## config.mk

```make
export PLATFORM = sky130hd
export DESIGN_NAME = operands_dispatch_arb
export DESIGN_NICKNAME = d
export VERILOG_FILES = /design/src/rtl/operands_dispatch_arb.sv
export SDC_FILE = /design/constraint.sdc
export NUM_CORES = 1
export LEC_CHECK = 0
export BUFFER_PORTS_ARGS = -buffer_cell sky130_fd_sc_hd__buf_2
export CAP_MARGIN = 20
export CORE_ASPECT_RATIO = 1.4
export CORE_UTILIZATION = 35
export DETAILED_ROUTE_END_ITERATION = 10
export HOLD_SLACK_MARGIN = 0.1
export SLEW_MARGIN = 15
export SYNTH_ARGS = -nofsm -noshare
export SYNTH_HDL_FRONTEND = slang
export SYNTH_SLANG_ARGS = --single-unit
```

## constraint.sdc

```tcl
create_clock -name i_clk -period 10.6 [get_ports i_clk]
set_input_delay 2.12 -clock i_clk [delete_from_list [all_inputs] [get_ports i_clk]]
set_output_delay 2.12 -clock i_clk [all_outputs]
set_load 0.03 [all_outputs]
```

## src/rtl/operands_dispatch_arb.sv

```systemverilog
// rtl/operands_dispatch_arb.sv - round-robin operand stream arbiter with store-bundle lock
// Registered 2-entry output FIFO keeps out_ready off the in_ready path.
module operands_dispatch_arb #(
  parameter int NUM_REQS = 4,
  parameter int DATA_W   = 64,
  parameter int MSTORE_B = 0,
  localparam int SEL_W   = (NUM_REQS > 1) ? $clog2(NUM_REQS) : 1
) (
  input  logic                       i_clk,
  input  logic                       i_reset,
  input  logic [NUM_REQS-1:0]        i_in_valid,
  input  logic [NUM_REQS*DATA_W-1:0] i_in_data,
  output logic [NUM_REQS-1:0]        o_in_ready,
  output logic                       o_out_valid,
  output logic [DATA_W-1:0]          o_out_data,
  output logic [SEL_W-1:0]           o_out_sel,
  input  logic                       i_out_ready
);

  logic [SEL_W-1:0]  r_rr_ptr;
  logic              r_lock;
  logic [SEL_W-1:0]  r_lock_idx;
  logic [DATA_W-1:0] r_fifo_data [2];
  logic [SEL_W-1:0]  r_fifo_sel  [2];
  logic              r_wr_ptr;
  logic              r_rd_ptr;
  logic [1:0]        r_count;

  logic [NUM_REQS-1:0] w_grant;
  logic [SEL_W-1:0]    w_grant_idx;
  logic [SEL_W-1:0]    w_idx;
  logic                w_found;
  logic                w_can_acc;
  logic                w_push;
  logic                w_pop;
  logic [DATA_W-1:0]   w_push_data;
  logic                w_push_mstore;
  logic [SEL_W-1:0]    w_next_ptr;

  assign w_can_acc = (r_count < 2'd2);

  // While locked, only the bundle owner may proceed; a gap from it is a bubble.
  always_comb begin
    w_grant     = '0;
    w_grant_idx = '0;
    w_idx       = '0;
    w_found     = 1'b0;
    if (r_lock) begin
      if (i_in_valid[r_lock_idx]) begin
        w_grant[r_lock_idx] = 1'b1;
        w_grant_idx         = r_lock_idx;
      end
    end else begin
      for (int k = 0; k < NUM_REQS; k++) begin
        w_idx = SEL_W'((int'(r_rr_ptr) + k) % NUM_REQS);
        if (!w_found && i_in_valid[w_idx]) begin
          w_found        = 1'b1;
          w_grant[w_idx] = 1'b1;
          w_grant_idx    = w_idx;
        end
      end
    end
  end

  assign o_in_ready    = (i_reset && w_can_acc) ? w_grant : '0;
  assign w_push        = |(i_in_valid & o_in_ready);
  assign w_push_data   = i_in_data[w_grant_idx*DATA_W +: DATA_W];
  assign w_push_mstore = w_push_data[MSTORE_B];
  assign w_next_ptr    = (w_grant_idx == SEL_W'(NUM_REQS - 1)) ? '0 : w_grant_idx + SEL_W'(1);

  assign o_out_valid = (r_count != 2'd0);
  assign o_out_data  = r_fifo_data[r_rd_ptr];
  assign o_out_sel   = r_fifo_sel[r_rd_ptr];
  assign w_pop       = o_out_valid & i_out_ready;

  always_ff @(posedge i_clk) begin
    if (w_push) begin
      r_fifo_data[r_wr_ptr] <= w_push_data;
      r_fifo_sel[r_wr_ptr]  <= w_grant_idx;
    end
  end

  always_ff @(posedge i_clk) begin
    if (!i_reset) begin
      r_rr_ptr   <= '0;
      r_lock     <= 1'b0;
      r_lock_idx <= '0;
      r_wr_ptr   <= 1'b0;
      r_rd_ptr   <= 1'b0;
      r_count    <= 2'd0;
    end else begin
      if (w_push) begin
        r_wr_ptr <= ~r_wr_ptr;
        if (w_push_mstore) begin
          r_lock     <= 1'b1;
          r_lock_idx <= w_grant_idx;
        end else begin
          r_lock   <= 1'b0;
          r_rr_ptr <= w_next_ptr;
        end
      end
      if (w_pop) begin
        r_rd_ptr <= ~r_rd_ptr;
      end
      case ({w_push, w_pop})
        2'b10:   r_count <= r_count + 2'd1;
        2'b01:   r_count <= r_count - 2'd1;
        default: r_count <= r_count;
      endcase
    end
  end

endmodule

```

After elaboration in Yosys (flattened, before gate mapping)
Memory sizes are Yosys's and may differ from the RTL's. A register that Yosys moved wholly into a read port is not among the register bits.
Index checks and enable logic that the tools add are counted.
Widths: inputs -> output; s select.

word-level totals
  memories kept = 2
  bits in writable memories = 132
  bits in registers = 9
  word-level logic and storage cells = 105
  input bits = 263

memory list
  name         depth  width  read ports  clocked after memory_dff  write ports  RTL line  RTL
  r_fifo_data  2      64     1           1                         1            23        logic [DATA_W-1:0] r_fifo_data [2];
  r_fifo_sel   2      2      1           1                         1            24        logic [SEL_W-1:0] r_fifo_sel [2];

operators by class
  equality and inequality tests = 3
  multiplexer cells = 51
  reductions and logical operators = 17
  bitwise logic cells = 8
  $add $sub $neg = 6
  shifts and indexed selects = 1
  order comparisons = 11

operators by type and width
  cell                 count
  $shiftx 256x9->64    1
  $mux 4               10
  $mux 1               23
  $lt 2x3->1 const B   5
  $mux 2               7
  $or 4x4->4           3
  $bmux 1 s2           5
  $demux 1 s2          5
  $ge 2x1->1 const B   5
  $logic_and 1x1->1    9
  $add 2x1->2 const B  3
  $add 2x2->2 const B  2
  $and 4x4->4          1
  $eq 2x2->1 const B   2
  $pmux 2 s2           1
  $reduce_and 2->1     2
  $reduce_bool 2->1    2
  $reduce_or 4->1      1
  $logic_not 1->1      3
  $not 1->1            3
  $eq 2x1->1 const B   1
  $lt 2x2->1 const B   1
  $sub 2x1->2 const B  1
  $and 1x1->1          1

Depth between registers and ports, before layout
Gate-level depths: netlist (run 1).

  word-level depth = 21
  gate-level depth with buffers = 13

Least setup slack after synthesis (run 1)
Ideal clock, no wire load.

  path type = input -> register
  from = in i_in_valid[0]
  to = mem r_fifo_data[1][0] (enable)
  stages on the path = 7
  data arrival time = 7.129 ns
  path buffers = 1
  slack = 2.962 ns
  cell sequence = clkbuf_1 > nand3b_1 > a2111oi_4 > o21ai_1 > a31oi_1 > a32oi_1 > a21boi_1

on the way
  word-level cells in the longest chain between the ends = 21
  elaborated cells between the ends (all ways) = 39

RTL lines
  item                            RTL line  RTL
  from (decl)                     11        input logic [NUM_REQS-1:0] i_in_valid,
  $bmux 1 s2                      56        if (!w_found && i_in_valid[w_idx]) begin
  $mux 1 (not written as such)    56
  $mux 1                          56
  $mux 1                          48        if (r_lock) begin
  $logic_not 1->1                 56
  $logic_and 1x1->1               56
  $mux 1                          56
  $mux 1                          48
  [... 6 more ...]                -
  $mux 4                          56
  $mux 4 *                        48
  $mux 4 *                        65        assign o_in_ready = (i_reset && w_can_acc) ? w_grant : '0;
  named net o_in_ready[1]         13        output logic [NUM_REQS-1:0] o_in_ready,
  $and 4x4->4 *                   66        assign w_push = |(i_in_valid & o_in_ready);
  $reduce_or 4->1 *               66
  $mux 1 *                        77        if (w_push) begin
  $mux 1 (not written as such) *  78        r_fifo_data[r_wr_ptr] <= w_push_data;
  to (decl)                       23

Mark *: on every way through the listed nets, which the timed path passes. The rest lies on a longest branch. The select of a mux whose other input is x is not followed.

Worst setup path in the final report (run 1)
  from = in i_in_valid[2]
  to = out o_in_ready[2]

on the way
  word-level cells in the longest chain between the ends = 17
  elaborated cells between the ends (all ways) = 35

RTL lines
  item                          RTL line
  $bmux 1 s2                    56
  $mux 1 (not written as such)  56
  $mux 1                        56
  $mux 1                        48
  $logic_not 1->1               56
  $logic_and 1x1->1             56
  $mux 1                        56
  $mux 1                        48
  $logic_not 1->1               56
  $logic_and 1x1->1             56
  $mux 1                        56
  $mux 1                        48
  $logic_not 1->1               56
  $logic_and 1x1->1             56
  $mux 4                        56
  $mux 4 *                      48
  $mux 4 *                      65
  to (decl)                     13

Every way passes the cells marked *; elsewhere a longest branch is shown, timed or not. The select of a mux whose other input is x is not followed.

==> results of run 1 <==
power by group through the flow:
| stage | combinational (W) | sequential, W | clock (W) |
|---|---|---|---|
| 2_1_floorplan | 0.00136 | 0.00105 | 0 |
| 4_1_cts | 0.00178 | 0.00109 | 0.000626 |
| 6_report | 0.00174 | 0.00109 | 0.000609 |
| 3_5_place_dp | 0.00177 | 0.00111 | 0 |
| 3_3_place_gp | 0.00174 | 0.00109 | 0 |
| 5_1_grt | 0.00187 | 0.00112 | 0.000651 |
metrics by stage:
stage	cells	util
floorplan	426	-
global placement	991	0.452
detailed placement	991	0.452
CTS	1022	0.482
global route	1022	0.482
finish	1022	0.482
synth_stat cells, types with 2 or more instances:
| cell type | number | area [um2] |
|---|---|---|
| edfxtp_1 | 132 | 3960 |
| xnor2_1 | 2 | 17.5 |
| ha_1 | 8 | 100 |
| a32oi_1 | 2 | 17.5 |
| nand3b_1 | 2 | 15.0 |
| clkbuf_1 | 16 | 60.1 |
| buf_6 | 2 | 22.5 |
| buf_2 | 7 | 35.0 |
| nand2_1 | 9 | 33.8 |
| nor2b_1 | 4 | 25.0 |
| inv_1 | 8 | 30.0 |
| a21boi_0 | 3 | 22.5 |
| dfxtp_1 | 10 | 200 |
| a32o_1 | 2 | 20.0 |
| mux2i_1 | 11 | 110 |
| xor2_1 | 2 | 17.5 |
| mux2_2 | 71 | 800 |
| o21ai_0 | 8 | 40.0 |
| mux4_2 | 66 | 1490 |
| inv_2 | 2 | 7.51 |
| buf_4 | 4 | 30.0 |
| and2_1 | 3 | 18.8 |
| a21boi_1 | 2 | 15.0 |
| a31oi_1 | 5 | 31.3 |
| o2111ai_1 | 2 | 17.5 |
| o21ai_1 | 3 | 15.0 |
| nand3_1 | 5 | 25.0 |
| nor3_1 | 2 | 10.0 |
| nor2_1 | 8 | 30.0 |
| a21oi_1 | 7 | 35.0 |
| a2111oi_4 | 2 | 55.1 |
cells by family (layout without fill, tap and decap cells):
group | after synthesis | count (layout) | synth area share
buffers and inverters | 39 | 379 | 0.0249
muxes | 148 | 148 | 0.322
xor gates and xnor gates | 4 | 4 | 0.00471
and+or+nand+nor | 40 | 40 | 0.0287
adders and majority gates | 8 | 8 | 0.0134
AOI/OAI and AO/OA | 45 | 45 | 0.0472
DFF | 142 | 142 | 0.559
layout make-up:
cell class,instances,area [um2]
clock buffers,18,429
clock inverters,13,179
fillers,1846,10700
inverters,10,37.5
multi-input cells,245,3140
flip-flops and latches,142,4170
well taps,256,320
repair buffers,338,1700
tightest hold or removal path, cell delays in order, from the launching register on:
cell,delay (ns)
dfxtp_1,0.33
xnor2_1,0.08
nor2_1,0.07
flip-flops by register name, summed over array words and instances (netlist names), named ones only:
register     count
r_rd_ptr         1
r_wr_ptr         1
r_lock           1
r_count          2
r_fifo_data    128
r_rr_ptr         2
r_fifo_sel       4
r_lock_idx       2
layer usage:
metal	part of all wire	routed length (um)
met1	0.37	7330
met2	0.54	10700
met3	0.059	1150
met4	0.023	453
met5	0	0
final timing paths:
kind	startpoint	to	cells after the start
setup / recovery	i_in_valid[2]	o_in_ready[2]	7
hold / removal	r_rd_ptr	flip-flop	2
setup reg to reg	r_rr_ptr[0]	r_fifo_data[0][31]	10
hold reg to reg	r_rd_ptr	flip-flop	2
==> impl_results.md, run 1 <==
* Pin slew with the least headroom to its limit at 0.903 ns
* Placer Congestion at 0.854
* Ys async rst share at 0
* Port Buffers at 333
* Initial antenna violation count at 0
* Most common cell after layout, fill and taps aside: buf_2
* Failing checks: DRC
* Final hold vios at 0
* Hold WS at 0.528 ns
* Final WL at 19,600 um
* Yosys warns at 0
* Total CTS buffers at 17
* Post-DRT Antenna Nets at 0
* Share of post-route cells with drive strength above 1 at 0.676
* Switching share of power at 0.396
* H-Tree Depth at 4
* Syn Area/Cell at 17.5 um2
* Horiz. Die Dim at 125 um
* Met2 usage at 0.333
* Max_cap viols at 0
* Seq cells post-synth at 142
* Cell Area, Synth at 7450 um2
* Crit-path max cell delay at 0.48 ns
* Seq pwr share at 0.316
* Crit-path leading delay family: compound AO/OA/AOI/OAI gates
* DRC violations left at 21
* TritonRoute pass-1 iters at 9
* CP arrival at ~4.3 ns
* Worst slack at placement at 4.27 ns
* Worst hold path type: flip-flop to flip-flop
* Vias per std cell at 5.18
* Setup TNS at 0 ns
* Clk Latency, worst-skew pair at 0.41 ns
* Maximum clock path buffer count at 2
* Gr busiest metal: met2
* Final WS setup at 4.19 ns
* Critical Path End Type: output pin
* Die H at 175 um
* RSZ-0062 raised after global routing: no
* FMAX at 156 MHz
* Tot GR Track Use at 0.182
* Bufs and invs on worst path at 2
* Max Slew Vio Count at 0
* # nets final at ~1,000
* Row count at 62
* Final-report setup violation count at 0
* DP Area at between 9000 and 10,000 um2
* Switch Pwr at 0.00136 W
* Period utilization at 0.605
* Clk root buf: clkbuf_16
* Hold buffers post-CTS at 0
* ANT cells at 0
* Routed vias at 5,293
* Post-synthesis cell type count at 47
* CTS tree: built
* First-pass GRT wire length at 30,000 um
* Worst VDD drop at 0.000220 V
* Dpl hpwl at 14,800 um
* Cell-internal power at 0.00208 W
* Leak pwr at roughly 3.9 nW
* Startpoint class of the critical path: input pin
* Max FO, Critical Path at 14
* Clock transition at path regs at roughly 0.06 ns
* GRT overflow at 0
* P per Cell Area at 345 nW/um2
* Core area at 20,700 um2
* Status: complete, but fails checks
* Clock share of power at 0.177
* Final Power at 0.00344 W
* Cells after synthesis at about 430
* Post-synth EDFFs at 132
* Synth Net Count at 697
* I/O Pins at 334
* CTS-repair resized insts at 0
* Met3 global-route usage at 0.0389
* Main flop type after synthesis: edfxtp_1
* Comb power frac at 0.507
* Layout Skew at 0.0106 ns
* M1 GR Usage at 0.204
* Design Area, Final at 9970 um2
* Slowest CP cell: a2111oi_4
* Relative slew slack at 0.398
* Fin crit period at 6.41 ns
* Die ar. at 21,900 um2
* Most frequent cells in the layout: buf_2 (333), edfxtp_1 (132), mux2_2 (71)
* Cells traversed along the worst timing path: buf_2, or3b_4, a2111oi_4, o21ai_1, a311oi_1, a21boi_1, buf_2
* TritonCTS Sinks at 142
* Req. time, crit path at 8.48 ns
* Sequential share of the synthesized area at 0.559
* Per-cell routed wire length at 19.2 um
* Number of global-route vias before repair at 5,663
* Setup Fix Bufs, Post-CTS at 0
* Top cell by count, worst path: buf_2
* Syn-to-layout area delta at 34.0%
* Crit path kind: input pin to output pin
* DR iter-0 viols at 238
* Largest net degree at the start of global routing at between 60 and 70
* Flop2flop setup slack at between 5 and 6 ns
* Starting Density at 0.359
No activity file was read; power rests on OpenSTA's default activity.
==> run 2, diff against run 1 <==
==> constraint.sdc (replaced) <==
create_clock -name i_clk -period 6.5 [get_ports i_clk]
set_input_delay 1.3 -clock i_clk [delete_from_list [all_inputs] [get_ports i_clk]]
set_output_delay 1.3 -clock i_clk [all_outputs]
set_load 0.03 [all_outputs]
==> run 2 against run 1 <==
The flow still finishes with violations (DRC); sequential power up 62%; total power up 62%; cell count grew 0.49%; sequential cell count unchanged; clock power up 53%.
==> impl_results.md, run 2 (synthesis results as in run 1) <==
* Starting Density at 0.359 (unchanged)
* Comb power frac at 0.514 (was 0.507)
* DP Area at 9380 um2 (was 9370 um2)
* Hold wc startpoint: r_rd_ptr (unchanged)
* P per Cell Area at 559 nW/um2 (was 345 nW/um2)
* Final WL at 20,500 um (was 19,600 um)
* Largest net degree at the start of global routing at 67 (was 68)
* # nets final at 1,027 (was 1,025)
* Worst r2r src: r_rr_ptr[0] (unchanged)
* Req. time, crit path at 5.20 ns (was 8.48 ns)
* Worst slack at placement at 1.73 ns (was 4.27 ns)
* Flop2flop setup slack at 1.87 ns (was 5.33 ns)
* TritonCTS Sinks at 142 (unchanged)
* Die H at 175 um (unchanged)
* Vias per std cell at 5.18 (about the same)
* DR iter-0 viols at 379 (was 238)
* Setup Fix Bufs, Post-CTS at 0 (unchanged)
* Final hold vios at 0 (unchanged)
* Maximum clock path buffer count at 2 (unchanged)
* Cells traversed along the worst timing path: inv_1, ha_1, or3b_1, a2111oi_4, o21ai_1, a311oi_1, a21boi_1, buf_2 (was buf_2, or3b_4, a2111oi_4, o21ai_1, a311oi_1, a21boi_1, buf_2)
* Final Power at 0.00557 W (was 0.00344 W)
* Tot GR Track Use at 0.188 (was 0.182)
* Row count at 62 (unchanged)
* Post-DRT Antenna Nets at 0 (unchanged)
* Die ar. at 21,900 um2 (unchanged)
* Largest registers: r_fifo_data (128), r_fifo_sel (4) (unchanged)
* Placer Congestion at 0.863 (was 0.854)
* Leak pwr at 3.92 nW (was 3.91 nW)
* Hold buffers post-CTS at 0 (unchanged)
* Most frequent cells in the layout: buf_2 (333), edfxtp_1 (132), mux2_2 (71) (unchanged)
* Crit path kind: flip-flop to output pin (was input pin to output pin)
* Layout Skew at 0.0135 ns (was 0.0106 ns)
* Clk root buf: clkbuf_16 (unchanged)
* Routed vias at 5,321 (was 5,293)
* Core area at 20,700 um2 (unchanged)
* Max_cap viols at 0 (unchanged)
* Max Slew Vio Count at 0 (unchanged)
* Worst VDD drop at 0.000258 V (was 0.000220 V)
* Final-report setup violation count at 0 (unchanged)
* Period utilization at 0.816
* Seq pwr share at 0.318 (was 0.316)
* Max FO, Critical Path at 16 (was 14)
* Clk Latency, worst-skew pair at 0.41 ns (about the same)
* Startpoint class of the critical path: flip-flop (was input pin)
* Design Area, Final at 9960 um2 (was 9970 um2)
* Switch Pwr at 0.00224 W (was 0.00136 W)
* Clock transition at path regs at 0.06 ns (about the same)
* Worst hold path type: flip-flop to flip-flop (unchanged)
* H-Tree Depth at 4 (unchanged)
* Initial antenna violation count at 2 (was 0)
* CP startpoint: r_rr_ptr[0] (was i_in_valid[2])
* RSZ-0062 raised after global routing: no (unchanged)
* FF-to-FF path depth at 8 (was 10)
* TritonRoute pass-1 iters at 8 (was 9)
* Critical Path End Type: output pin (unchanged)
* Max reg flops at 128 (unchanged)
* Failing checks: DRC (unchanged)
* Status: complete, but fails checks (unchanged)
* DRC violations left at 22 (was 21)
* Dpl hpwl at 15,200 um (was 14,800 um)
* Pin slew with the least headroom to its limit at 0.940 ns (was 0.903 ns)
* GRT overflow at 0 (unchanged)
* Cell-internal power at 0.00333 W (was 0.00208 W)
* Clock share of power at 0.168 (was 0.177)
* I/O Pins at 334 (unchanged)
* First-pass GRT wire length at 31,000 um (was 30,000 um)
* Crit-path max cell delay at 0.79 ns (was 0.48 ns)
* Horiz. Die Dim at 125 um (unchanged)
* CP arrival at 4.00 ns (was 4.29 ns)
* Syn-to-layout area delta at 33.8% (was 34.0%)
* Final WS setup at 1.20 ns (was 4.19 ns)
* Fin crit period at 5.30 ns
* Total CTS buffers at 17 (unchanged)
* Top reg by flops: r_fifo_data (unchanged)
* Port Buffers at 333 (unchanged)
* R2R Path End: r_fifo_data[1][29] (was r_fifo_data[0][31])
* Relative slew slack at 0.373 (was 0.398)
* Slowest CP cell: dfxtp_1 (was a2111oi_4)
* CTS-repair resized insts at 0 (unchanged)
* Hold Crit Depth at 2 (unchanged)
* Number of global-route vias before repair at 5,752 (was 5,663)
* CTS tree: built (unchanged)
* FMAX at around 190 MHz
* Per-cell routed wire length at 19.9 um (was 19.2 um)
* Setup TNS at 0 ns (unchanged)
* Most common cell after layout, fill and taps aside: buf_2 (unchanged)
* Switching share of power at 0.403 (was 0.396)
* Share of post-route cells with drive strength above 1 at 0.678 (was 0.676)
run 2: power groups by stage:
| stage | clock (W) | combinational, W | sequential [W] |
|---|---|---|---|
| after floorplan | 0 | 0.00222 | 0.00170 |
| after global placement | 0 | 0.00285 | 0.00178 |
| after detailed placement | 0 | 0.00290 | 0.00180 |
| after CTS | 0.000958 | 0.00291 | 0.00178 |
| after global routing | 0.000990 | 0.00305 | 0.00182 |
| final | 0.000933 | 0.00286 | 0.00177 |
run 2: worst max path at each step:
stage | to | cells past startpoint
after floorplan | r_fifo_data[1][0] | 7
after detailed placement | o_in_ready[2] | 8
after global routing | o_in_ready[2] | 8
after global placement | o_in_ready[2] | 8
after CTS | o_in_ready[2] | 8
final | o_in_ready[2] | 8
run 2: final cells by class:
cell class | count | area [um2]
clock buffers | 17 | 425
clock inverters | 15 | 151
well taps | 256 | 320
multi-input cells | 245 | 3140
fillers | 1846 | 10700
flip-flops and latches | 142 | 4170
diodes | 2 | 5.00
repair buffers | 340 | 1720
inverters | 10 | 37.5
run 2: metal layers:
layer | share of wire | vias to the layer above | GRT usage
met1 | 0.37 | 2602 | 0.209
met5 | 0 | - | 0
met2 | 0.54 | 250 | 0.339
met3 | 0.057 | 41 | 0.0386
li1 | - | 2428 | -
met4 | 0.036 | 0 | 0.0965
run 2: metrics by stage:
step	hold slack, ns	utilization	cells
CTS	0.532	0.481	1025
global route	0.561	0.481	1027
global placement	0.498	0.453	993
finish	0.523	0.481	1027
detailed placement	0.517	0.453	993
floorplan	0.479	-	426
run 2: critical path, delay by kind of cell, from the launching register on:
family	cells	cell delay (ns)
compound gates	4	1.31
fa+ha+maj	1	0.50
buf+inv	2	0.53
flops	1	0.79
simple gates	1	0.46
